## config.mk

```make
export PLATFORM = sky130hd
export DESIGN_NAME = hazard_controller
export DESIGN_NICKNAME = d
export VERILOG_FILES = /design/src/rtl/hazard_controller.sv
export SDC_FILE = /design/constraint.sdc
export NUM_CORES = 1
export LEC_CHECK = 0
export ABC_AREA = 1
export CAP_MARGIN = 20
export CORE_MARGIN = 2
export CORE_UTILIZATION = 44
export CTS_CLUSTER_SIZE = 40
export DETAILED_ROUTE_END_ITERATION = 12
export GPL_ROUTABILITY_DRIVEN = 0
export PLACE_DENSITY = 0.88
export RECOVER_POWER = 25
export SLEW_MARGIN = 20
export SYNTH_ARGS = -nofsm -noshare
export SYNTH_HDL_FRONTEND = slang
export SYNTH_SLANG_ARGS = --single-unit
```

## constraint.sdc

```tcl
create_clock -name clk -period 3.6 [get_ports clk]
set_input_delay 0.72 -clock clk [delete_from_list [all_inputs] [get_ports clk]]
set_output_delay 0.72 -clock clk [all_outputs]
set_load 0.01 [all_outputs]
```

## src/rtl/hazard_controller.sv

```systemverilog
// ID-stage hazard unit for the 5-stage MIPS pipeline: load-use and branch-operand
// stalls, redirect flush, external memory hold, plus a saturating stall-cycle counter.
module hazard_controller #(
  parameter int REG_W = 5,
  parameter int CNT_W = 16
) (
  input  logic             clk,
  input  logic             reset,
  input  logic [REG_W-1:0] rs_ID,
  input  logic [REG_W-1:0] rt_ID,
  input  logic             uses_rt_ID,
  input  logic             branch_ID,
  input  logic             branch_taken_ID,
  input  logic             jump_ID,
  input  logic             RegWrite_EX,
  input  logic             MemRead_EX,
  input  logic [REG_W-1:0] WriteReg_EX,
  input  logic             MemRead_MEM,
  input  logic [REG_W-1:0] WriteReg_MEM,
  input  logic             ext_hold,
  output logic             stall_IF,
  output logic             stall_ID,
  output logic             flush_ID,
  output logic             bubble_EX,
  output logic [CNT_W-1:0] stall_count
);

  typedef enum logic {IDLE, HOLD} state_t;

  state_t           r_state, w_state_nxt;
  logic [1:0]       r_cnt, w_cnt_nxt;
  logic [CNT_W-1:0] r_stall_count;
  logic             w_rs_ex, w_rt_ex, w_rs_mem, w_rt_mem;
  logic             w_lu, w_br_alu, w_br_ld, w_br_ldm;
  logic [1:0]       w_need;
  logic             w_stall, w_bubble, w_redirect;

  // $zero is hardwired, so a write to it never creates a dependency
  assign w_rs_ex  = (WriteReg_EX  == rs_ID) && (rs_ID != '0);
  assign w_rt_ex  = (WriteReg_EX  == rt_ID) && (rt_ID != '0);
  assign w_rs_mem = (WriteReg_MEM == rs_ID) && (rs_ID != '0);
  assign w_rt_mem = (WriteReg_MEM == rt_ID) && (rt_ID != '0);

  assign w_lu     = MemRead_EX && (w_rs_ex || (uses_rt_ID && w_rt_ex));
  assign w_br_alu = branch_ID && RegWrite_EX && !MemRead_EX && (w_rs_ex || w_rt_ex);
  assign w_br_ld  = branch_ID && MemRead_EX && (w_rs_ex || w_rt_ex);
  assign w_br_ldm = branch_ID && MemRead_MEM && (w_rs_mem || w_rt_mem);

  always_comb begin
    w_need = 2'd0;
    if (w_br_ld)
      w_need = 2'd2;
    else if (w_lu || w_br_alu || w_br_ldm)
      w_need = 2'd1;
  end

  always_comb begin
    w_state_nxt = r_state;
    w_cnt_nxt   = r_cnt;
    w_stall     = 1'b0;
    w_bubble    = 1'b0;
    if (ext_hold) begin
      w_stall = 1'b1;
    end else begin
      case (r_state)
        IDLE: begin
          if (w_need != 2'd0) begin
            w_stall  = 1'b1;
            w_bubble = 1'b1;
            // a single-cycle hazard is simply re-detected next cycle
            if (w_need == 2'd2) begin
              w_state_nxt = HOLD;
              w_cnt_nxt   = 2'd1;
            end
          end
        end
        HOLD: begin
          w_stall   = 1'b1;
          w_bubble  = 1'b1;
          w_cnt_nxt = r_cnt - 2'd1;
          if (r_cnt <= 2'd1) begin
            w_state_nxt = IDLE;
            w_cnt_nxt   = 2'd0;
          end
        end
        default: w_state_nxt = IDLE;
      endcase
    end
  end

  always_ff @(posedge clk or negedge reset) begin
    if (!reset) begin
      r_state       <= IDLE;
      r_cnt         <= 2'd0;
      r_stall_count <= '0;
    end else begin
      r_state <= w_state_nxt;
      r_cnt   <= w_cnt_nxt;
      if (w_stall && (r_stall_count != '1))
        r_stall_count <= r_stall_count + 1'b1;
    end
  end

  // a branch waiting on operands must not redirect
  assign w_redirect = jump_ID || (branch_ID && branch_taken_ID);

  assign stall_IF    = reset && w_stall;
  assign stall_ID    = reset && w_stall;
  assign bubble_EX   = reset && w_bubble;
  assign flush_ID    = reset && w_redirect && !w_stall && !ext_hold;
  assign stall_count = r_stall_count;

endmodule

```

# Yosys cells after proc, flatten, opt, wreduce, memory -nomap -nowiden
# Cells that the tools add are included.
# word_totals
reg_bits	19
# op_classes
eq_ne	8
n_addsub	2
muxes	14
bitwise	2
magnitude_cmp	1
reduce_logical	33
# op_table
op	n
$eq A5 B5 Y1	4
$logic_and A1 B1 Y1	20
$add A16 B1 Y16 const B	1
$ne A16 B16 Y1 const B	1
$reduce_bool A5 Y1	2
$mux W2	4
$mux W1	7
$logic_or A1 B1 Y1	6
$ne A2 B2 Y1 const B	2
$pmux W1 S2	2
$pmux W2 S2	1
$logic_not A1 Y1	3
$reduce_and A3 Y1	1
$eq A2 B2 Y1 const B	1
$le A2 B1 Y1 const B	1
$not A1 Y1	2
$reduce_bool A2 Y1	1
$sub A2 B1 Y2 const B	1

# Logic depth before layout (Yosys ltp)
# Gate-level depths: netlist of run 1.
# depth
depth_word	16
mapped_depth	16

# Worst setup path after synthesis of run 1
# No wires, ideal clock.
# synth_path
path_type	input to output
from	input port rt_ID[2]
to	output port stall_IF
arrival_time_ns	1.962
required_time_ns	2.880
n_path_buf	3
stages	15
path_slack_ns	0.918
cell_sequence	nor2_1 nand3_1 nand2_1 inv_1 nand3_1 nand2_2 nand2_1 nand2_1 nor2_2 nand3_2 buf_6 buf_6 nand2_1 inv_2 buf_4
# synth_via
elab_chain_cells	14
word_cells_on_any_way	22
# synth_lines
item	line	rtl
start, declared	10	input logic [REG_W-1:0] rt_ID,
$eq A5 B5 Y1 / $reduce_bool A5 Y1 (equally long branches)	40, 42	
$logic_and A1 B1 Y1	40	assign w_rt_ex = (WriteReg_EX == rt_ID) && (rt_ID != '0);
$logic_and A1 B1 Y1	44	assign w_lu = MemRead_EX && (w_rs_ex || (uses_rt_ID && w_rt_ex));
$logic_or A1 B1 Y1	44	
$logic_and A1 B1 Y1	44	
$logic_or A1 B1 Y1 (2 in a row)	53	else if (w_lu || w_br_alu || w_br_ldm)
$mux W1	53	
$mux W2 *	51	if (w_br_ld)
$reduce_bool A2 Y1 *	67	if (w_need != 2'd0) begin
$mux W1 *	67	
$pmux W1 S2 *	65	case (r_state)
$mux W1 *	62	if (ext_hold) begin
$logic_and A1 B1 Y1 *	-	
end, declared	21	output logic stall_IF,
# Every way passes the cells marked *; elsewhere a longest branch is shown, timed or not.

# Worst setup path in the final report of run 1
# layout_path
from	input port rt_ID[0]
to	output port stall_IF
# layout_via
elab_chain_cells	14
word_cells_on_any_way	22
# layout_lines
item	line	rtl
$eq A5 B5 Y1 / $reduce_bool A5 Y1 (equally long branches)	40, 42	
$logic_and A1 B1 Y1	40	
$logic_and A1 B1 Y1	44	
$logic_or A1 B1 Y1	44	
$logic_and A1 B1 Y1	44	
$logic_or A1 B1 Y1 (2 in a row)	53	
$mux W1	53	
$mux W2 *	51	
$reduce_bool A2 Y1 *	67	
$mux W1 *	67	
$pmux W1 S2 *	65	
$mux W1 *	62	
$logic_and A1 B1 Y1 *	107	assign stall_IF = reset && w_stall;
# Marks and branches as above.

==> results of run 1 <==
## area by class of cell
type | count | share of cell area
sequential | 19 | 0.224
clock buffer | 4 | 0.0124
inverter | 24 | 0.0424
tap | 46 | 0.0271
timing repair buffer | 52 | 0.246
multi-input combinational | 173 | 0.448
## kinds of logic (layout without fill, tap and decap cells)
| logic type | count (synthesis) | count (layout) | share of synthesized area |
|---|---|---|---|
| AND/OR/NAND/NOR | 139 | 139 | 0.424 |
| XOR/XNOR | 28 | 28 | 0.157 |
| buffers and inverters | 29 | 80 | 0.0874 |
| adder cells (fa/ha/maj) | 1 | 1 | 0.00802 |
| AO/OA/AOI/OAI | 5 | 5 | 0.0184 |
| flip-flops | 19 | 19 | 0.305 |
## stage by stage
stage               cell area (sq um)  TNS [ps]  setup WS (ps)   util
CTS                              2110         0           78.0  0.628
detailed placement               2080         0           95.4  0.620
global route                     2120     -4.15          -4.15  0.631
global placement                 2080         0            119  0.620
floorplan                        1560         0            918      -
finish                           2120         0            175  0.631
## synth_stat cells (all sizes together)
cell | number | area [sq um]
xor2 | 16 | 140
nand2 | 85 | 324
inv | 24 | 90.1
nor2 | 19 | 83.8
nor3 | 3 | 20.0
o22ai | 1 | 6.26
ha | 1 | 12.5
nand4 | 1 | 12.5
a211oi | 1 | 7.51
o21ai | 1 | 5.00
nor4 | 5 | 31.3
xnor2 | 12 | 105
dfrtp | 19 | 475
a21oi | 2 | 10.0
nand3 | 26 | 190
buf | 5 | 46.3
## per-layer routing
metal / global-route usage / share of wire
met1: 0.257 / 0.45
met2: 0.341 / 0.51
met3: 0.0446 / 0.037
met4: 0.0299 / 0.012
met5: 0 / 0
## final timing paths
kind / end / slack (ps)
max in group asynchronous: r_state / 2480
min in group asynchronous: stall_count[7] / 900
worst min-delay path: r_cnt[1] / 520
worst max register to register: stall_count[5] / 1250
worst min register to register: r_cnt[1] / 520
worst max-delay path: stall_IF / 170
## power by group through the flow
stage	clock (mW)	combinational (mW)	sequential, mW
after global placement	0	0.318	0.309
after detailed placement	0	0.326	0.309
after CTS	0.112	0.327	0.306
after global routing	0.128	0.361	0.316
final	0.110	0.325	0.307
after floorplan	0	0.174	0.317
## tightest hold or removal path, stage by stage (launching register included)
cell     delay [ps]
dfrtp_1         400
inv_1            60
nor2_1           40
## sequential cells by signal, indices dropped and copies added (netlist names)
signal	flops
stall_count	16
r_state	1
r_cnt	2
## layout by cell type (no fill, tap or decap)
master and instances:
dlygate4sd3_1 1, clkbuf_4 3, nand3_1 14, xnor2_1 12, xor2_1 16, inv_1 22, dlymetal6s2s_1 4, nand3_2 12
o21ai_0 1, inv_2 2, clkdlybuf4s50_1 44, o22ai_1 1, dfrtp_1 19, a21oi_1 2, nor4_1 5, nor2_2 3
nor2_1 15, nand2_2 2, nand4_2 1, nor2_4 1, clkbuf_1 1, ha_1 1, nor3_1 2, nand2_1 83
a211oi_1 1, buf_4 3, nor3_2 1
==> impl_metrics.py, run 1 <==
metrics = {
    "setup_path": {
        "start_kind": "primary input",
        "r2r-start": "stall_count[0]",
        "cp_common_cell": "nand2_1",
        "critPathMaxStageDelay_ps": 470,
        "cp.depth": 14,
        "path_buf_inv": 4,
        "path_cells": "clkdlybuf4s50_1 > nor2_1 > nand3_1 > nand2_1 > inv_1 > nand3_1 > nand2_2 > nand2_1 > nand2_1 > nor2_2 > nand3_2 > nand2_1 > inv_2 > clkdlybuf4s50_1",
        "cpMaxStageDelayCell": "clkdlybuf4s50_1",
        "crit_start": "rt_ID[0]",
        "endpoint_kind": "primary output",
        "worstPathMaxFanout": 4,
        "path_class": "primary input to primary output",
        "r2r_cells": 9,
        "critPathTopFamily": "buffers and inverters",
        "worstPathArrival_ps": 2710,
        "cp.required_ps": 2880,
    },
    "detailed_routing": {
        "via_per_inst": 4.83,
        "drc": 0,
        "wl_um": 3750,
        "drt_pass1_iterations": 5,
        "vias": 1535,
        "drtIter0Drc": 93,
        "ant_nets": 0,
        "wl_per_cell_um": 11.8,
    },
    "power_and_ir_drop": {
        "p_int_mw": 0.466,
        "p_leak_nw": 1.09,
        "power_density_mw_per_mm2": 349,
        "ir_drop_mv": 0.491,
        "p_comb_frac": 0.438,
        "p_clk_frac": 0.148,
        "total_power_mw": 0.742,
        "switching_share": 0.372,
        "power_switching_mw": 0.276,
        "seq_power_share": 0.414,
    },
    "sta": {
        "fin_crit_sh": 0.951,
        "hold_slack_ps": 522,
        "fin_crit_ps": 3430,
        "tightestPinTransition_ps": 559,
        "max-slew-margin-rel": 0.627,
        "setup_viol": 0,
        "clock.fmax_mhz": 292,
        "fin_skew_ps": 6.89,
        "slew_viol_final": 0,
        "hold_viol_final": 0,
    },
    "cts": {
        "clock_sinks": 19,
        "cts_buffers": 3,
        "clock_path_buffers": 2,
        "ctsResizeCount": 0,
        "path_clk_slew_ps": 100,
        "post_cts_buffers": 0,
        "clock_latency_ps": 300,
        "cts_tree": "built",
        "postCtsHoldBufs": 0,
        "cts_root_buf": "clkbuf_4",
        "htreeDepth": 1,
    },
    "run": {
        "cap_violations": 0,
    },
    "synth": {
        "syn_area_per_cell_sq_um": 7.06,
        "synth_cells": 221,
        "yosys_warnings": 0,
        "syn-cell-area_sq_mm": 0.00156,
        "ys_seq_elements": 19,
        "yosysUniqueCellTypes": 24,
        "syn-num-nets": 252,
        "synth-seq-area-share": 0.305,
    },
    "final_layout": {
        "insertedDiodeCount": 0,
        "drive_gt1_frac": 0.103,
        "num-fill-cells": 302,
        "nets": 304,
        "fin_cells": 318,
        "area_growth_pct": 36.1,
        "multi_input_area_sq_um": 951,
        "seq_area_sq_um": 475,
    },
    "global_route": {
        "grt_pass1_vias": 1404,
        "grt_first_pass_wirelength_um": 6420,
        "antenna_found_initial": 0,
        "grt-ovfl-total": 0,
        "grt_max_degree": 21,
        "grt_usage": 0.198,
    },
    "floorplanning": {
        "coreArea_sq_mm": 0.00336,
        "placement_rows": 21,
        "dieWidth_um": 63.6,
        "initial_core_util": 0.464,
        "die_area_sq_mm": 0.00404,
        "design.portCount": 50,
        "fp.dieH_um": 63.6,
    },
    "placed_design": {
        "dp_hpwl_um": 2960,
        "dp_cells": 314,
        "port_buffers": 49,
    },
    "outcome": {
        "outcome": "finished, final reports clean",
    },
    "min_path": {
        "holdCritPathClass": "flip-flop to flip-flop",
        "hold-path-cell-count": 2,
        "hold_start": "r_cnt[1]",
    },
}
Power figures use the tool's default switching activity.
==> inputs of run 2 (changes only) <==
- CORE_UTILIZATION: 44 -> 42
- GPL_TIMING_DRIVEN: not set -> 0
- clock period: 3.6 -> 2.94 ns (I/O delays scaled with it)
==> impl_metrics.py, run 2 (synthesis gave the netlist of run 1 again) <==
metrics = {
    "cts": {
        "clock_path_buffers": 2,
        "path_clk_slew_ps": 70,
        "cts_buffers": 3,
        "htreeDepth": 1,
        "cts_root_buf": "clkbuf_8",
        "postCtsHoldBufs": 0,
        "clock_sinks": 19,
        "cts_tree": "built",
        "clock_latency_ps": 260,
    },
    "sta": {
        "tightestPinTransition_ps": 906,
        "worst_slack_ps": 125,
        "tns_ps": 0,
        "fin_crit_ps": 2810,
        "clock.fmax_mhz": 355,
        "fin_crit_sh": 0.957,
        "max-slew-margin-rel": 0.396,
        "rsz0062_at_grt": "false",
        "slew_viol_final": 0,
        "hold_viol_final": 0,
        "fin_skew_ps": 1.42,
        "setup_viol": 0,
    },
    "final_layout": {
        "fin_cells": 325,
        "drive_gt1_frac": 0.181,
        "insertedDiodeCount": 0,
        "area_growth_pct": 37.3,
        "layout_commonest_cell": "nand2_1",
        "largest_register_ffs": 16,
        "nets": 309,
        "final_cell_mix": "83 x nand2_1, 24 x clkdlybuf4s50_1, 20 x inv_1, 19 x dfrtp_1, 16 x xor2_1",
        "post-route-util": 0.594,
    },
    "setup_path": {
        "path_cells": "dlygate4sd2_1 > inv_1 > nand2_1 > nand2_1 > nor2_2 > nand3_1 > nand2_2 > nand2_1 > nand2_1 > nor2_2 > nand3_2 > buf_12 > nand2_1 > inv_2 > buf_4 > clkdlybuf4s15_1",
        "critPathTopFamily": "buffers and inverters",
        "r2r-start": "stall_count[0]",
        "path_class": "primary input to primary output",
        "rrSetupSlack_ps": 970,
        "endpoint_kind": "primary output",
        "r2r_end": "stall_count[3]",
        "crit_start": "WriteReg_EX[0]",
        "cp.required_ps": 2350,
        "worstPathArrival_ps": 2230,
        "cp_common_cell": "nand2_1",
        "r2r_cells": 9,
        "worstPathMaxFanout": 4,
        "critPathMaxStageDelay_ps": 260,
        "path_buf_inv": 6,
        "cpMaxStageDelayCell": "dlygate4sd2_1",
        "start_kind": "primary input",
    },
    "floorplanning": {
        "die_area_sq_mm": 0.00422,
        "dieWidth_um": 65.0,
        "design.portCount": 50,
        "placement_rows": 22,
        "coreArea_sq_mm": 0.00361,
        "initial_core_util": 0.433,
        "fp.dieH_um": 65.0,
    },
    "power_and_ir_drop": {
        "power_density_mw_per_mm2": 458,
        "total_power_mw": 0.981,
        "p_leak_nw": 1.10,
        "ir_drop_mv": 0.522,
    },
    "global_route": {
        "antenna_found_initial": 0,
        "grt_pass1_vias": 1484,
        "grt_max_degree": 22,
        "grt_first_pass_wirelength_um": 6330,
        "grt_usage": 0.190,
        "grt-ovfl-total": 0,
    },
    "min_path": {
        "hold_start": "r_cnt[0]",
        "holdCritPathClass": "flip-flop to flip-flop",
        "hold-path-cell-count": 2,
        "holdPathEnd": "r_cnt[0]",
    },
    "detailed_routing": {
        "wl_um": 3830,
        "drc": 0,
        "wl_per_cell_um": 11.8,
        "ant_nets": 0,
        "drt_pass1_iterations": 4,
        "vias": 1591,
        "via_per_inst": 4.90,
        "drtIter0Drc": 106,
    },
    "placed_design": {
        "dp_slack_ps": -641,
        "dp_hpwl_um": 2970,
        "dp_cells": 318,
        "port_buffers": 49,
    },
    "run": {
        "cap_violations": 0,
    },
    "outcome": {
        "outcome": "finished, final reports clean",
    },
}
[run 2: worst reg2reg max path, delay by kind of cell, from the launching register on]
kind	cells	cell delay (ps)
adders and majority gates	1	220
buffers and inverters	1	290
DFF	1	420
and+or+nand+nor	7	940
[run 2: layout make-up]
cell class              instances  area (sq um)
repair buffers                 53           460
well taps                      48          60.1
clock inverters                 1          5.00
flip-flops and latches         19           475
clock buffers                   3          41.3
multi-input cells             173           966
fillers                       325          1460
plain buffers                   4          43.8
inverters                      24          90.1
[run 2: worst max path at each step]
stage                           end  depth (start not counted)
after global placement     stall_IF                         17
after floorplan            stall_IF                         15
final                      stall_IF                         16
after global routing      bubble_EX                          4
after CTS                  stall_IF                         16
after detailed placement   stall_IF                         17
[run 2: metrics by stage]
stage / instance area (sq um) / hold WS [ps]
6_report: 2140 / 503
5_1_grt: 2140 / 527
4_1_cts: 2150 / 504
3_5_place_dp: 2110 / 485
3_3_place_gp: 2110 / 467
2_1_floorplan: 1560 / 292
[run 2: routing by layer]
metal / wire, um / track usage
met3: 169 / 0.0503
met2: 1890 / 0.330
met4: 23 / 0.0346
met5: 0 / 0
met1: 1740 / 0.237
[run 2: repair_timing]
item	in CTS	in global routing
endpoints found under the setup margin	4	2
setup buffers	3	1
endpoints found under the hold margin	0	0
resized for setup	32	26
pin swaps	5	7
[run 2: report_power, final]
part	leakage (nW)	internal (mW)	switching, mW
clock network	0.0255	0.0945	0.0929
registers	0.256	0.313	0.0626
logic	0.822	0.214	0.204
total	1.10	0.622	0.359
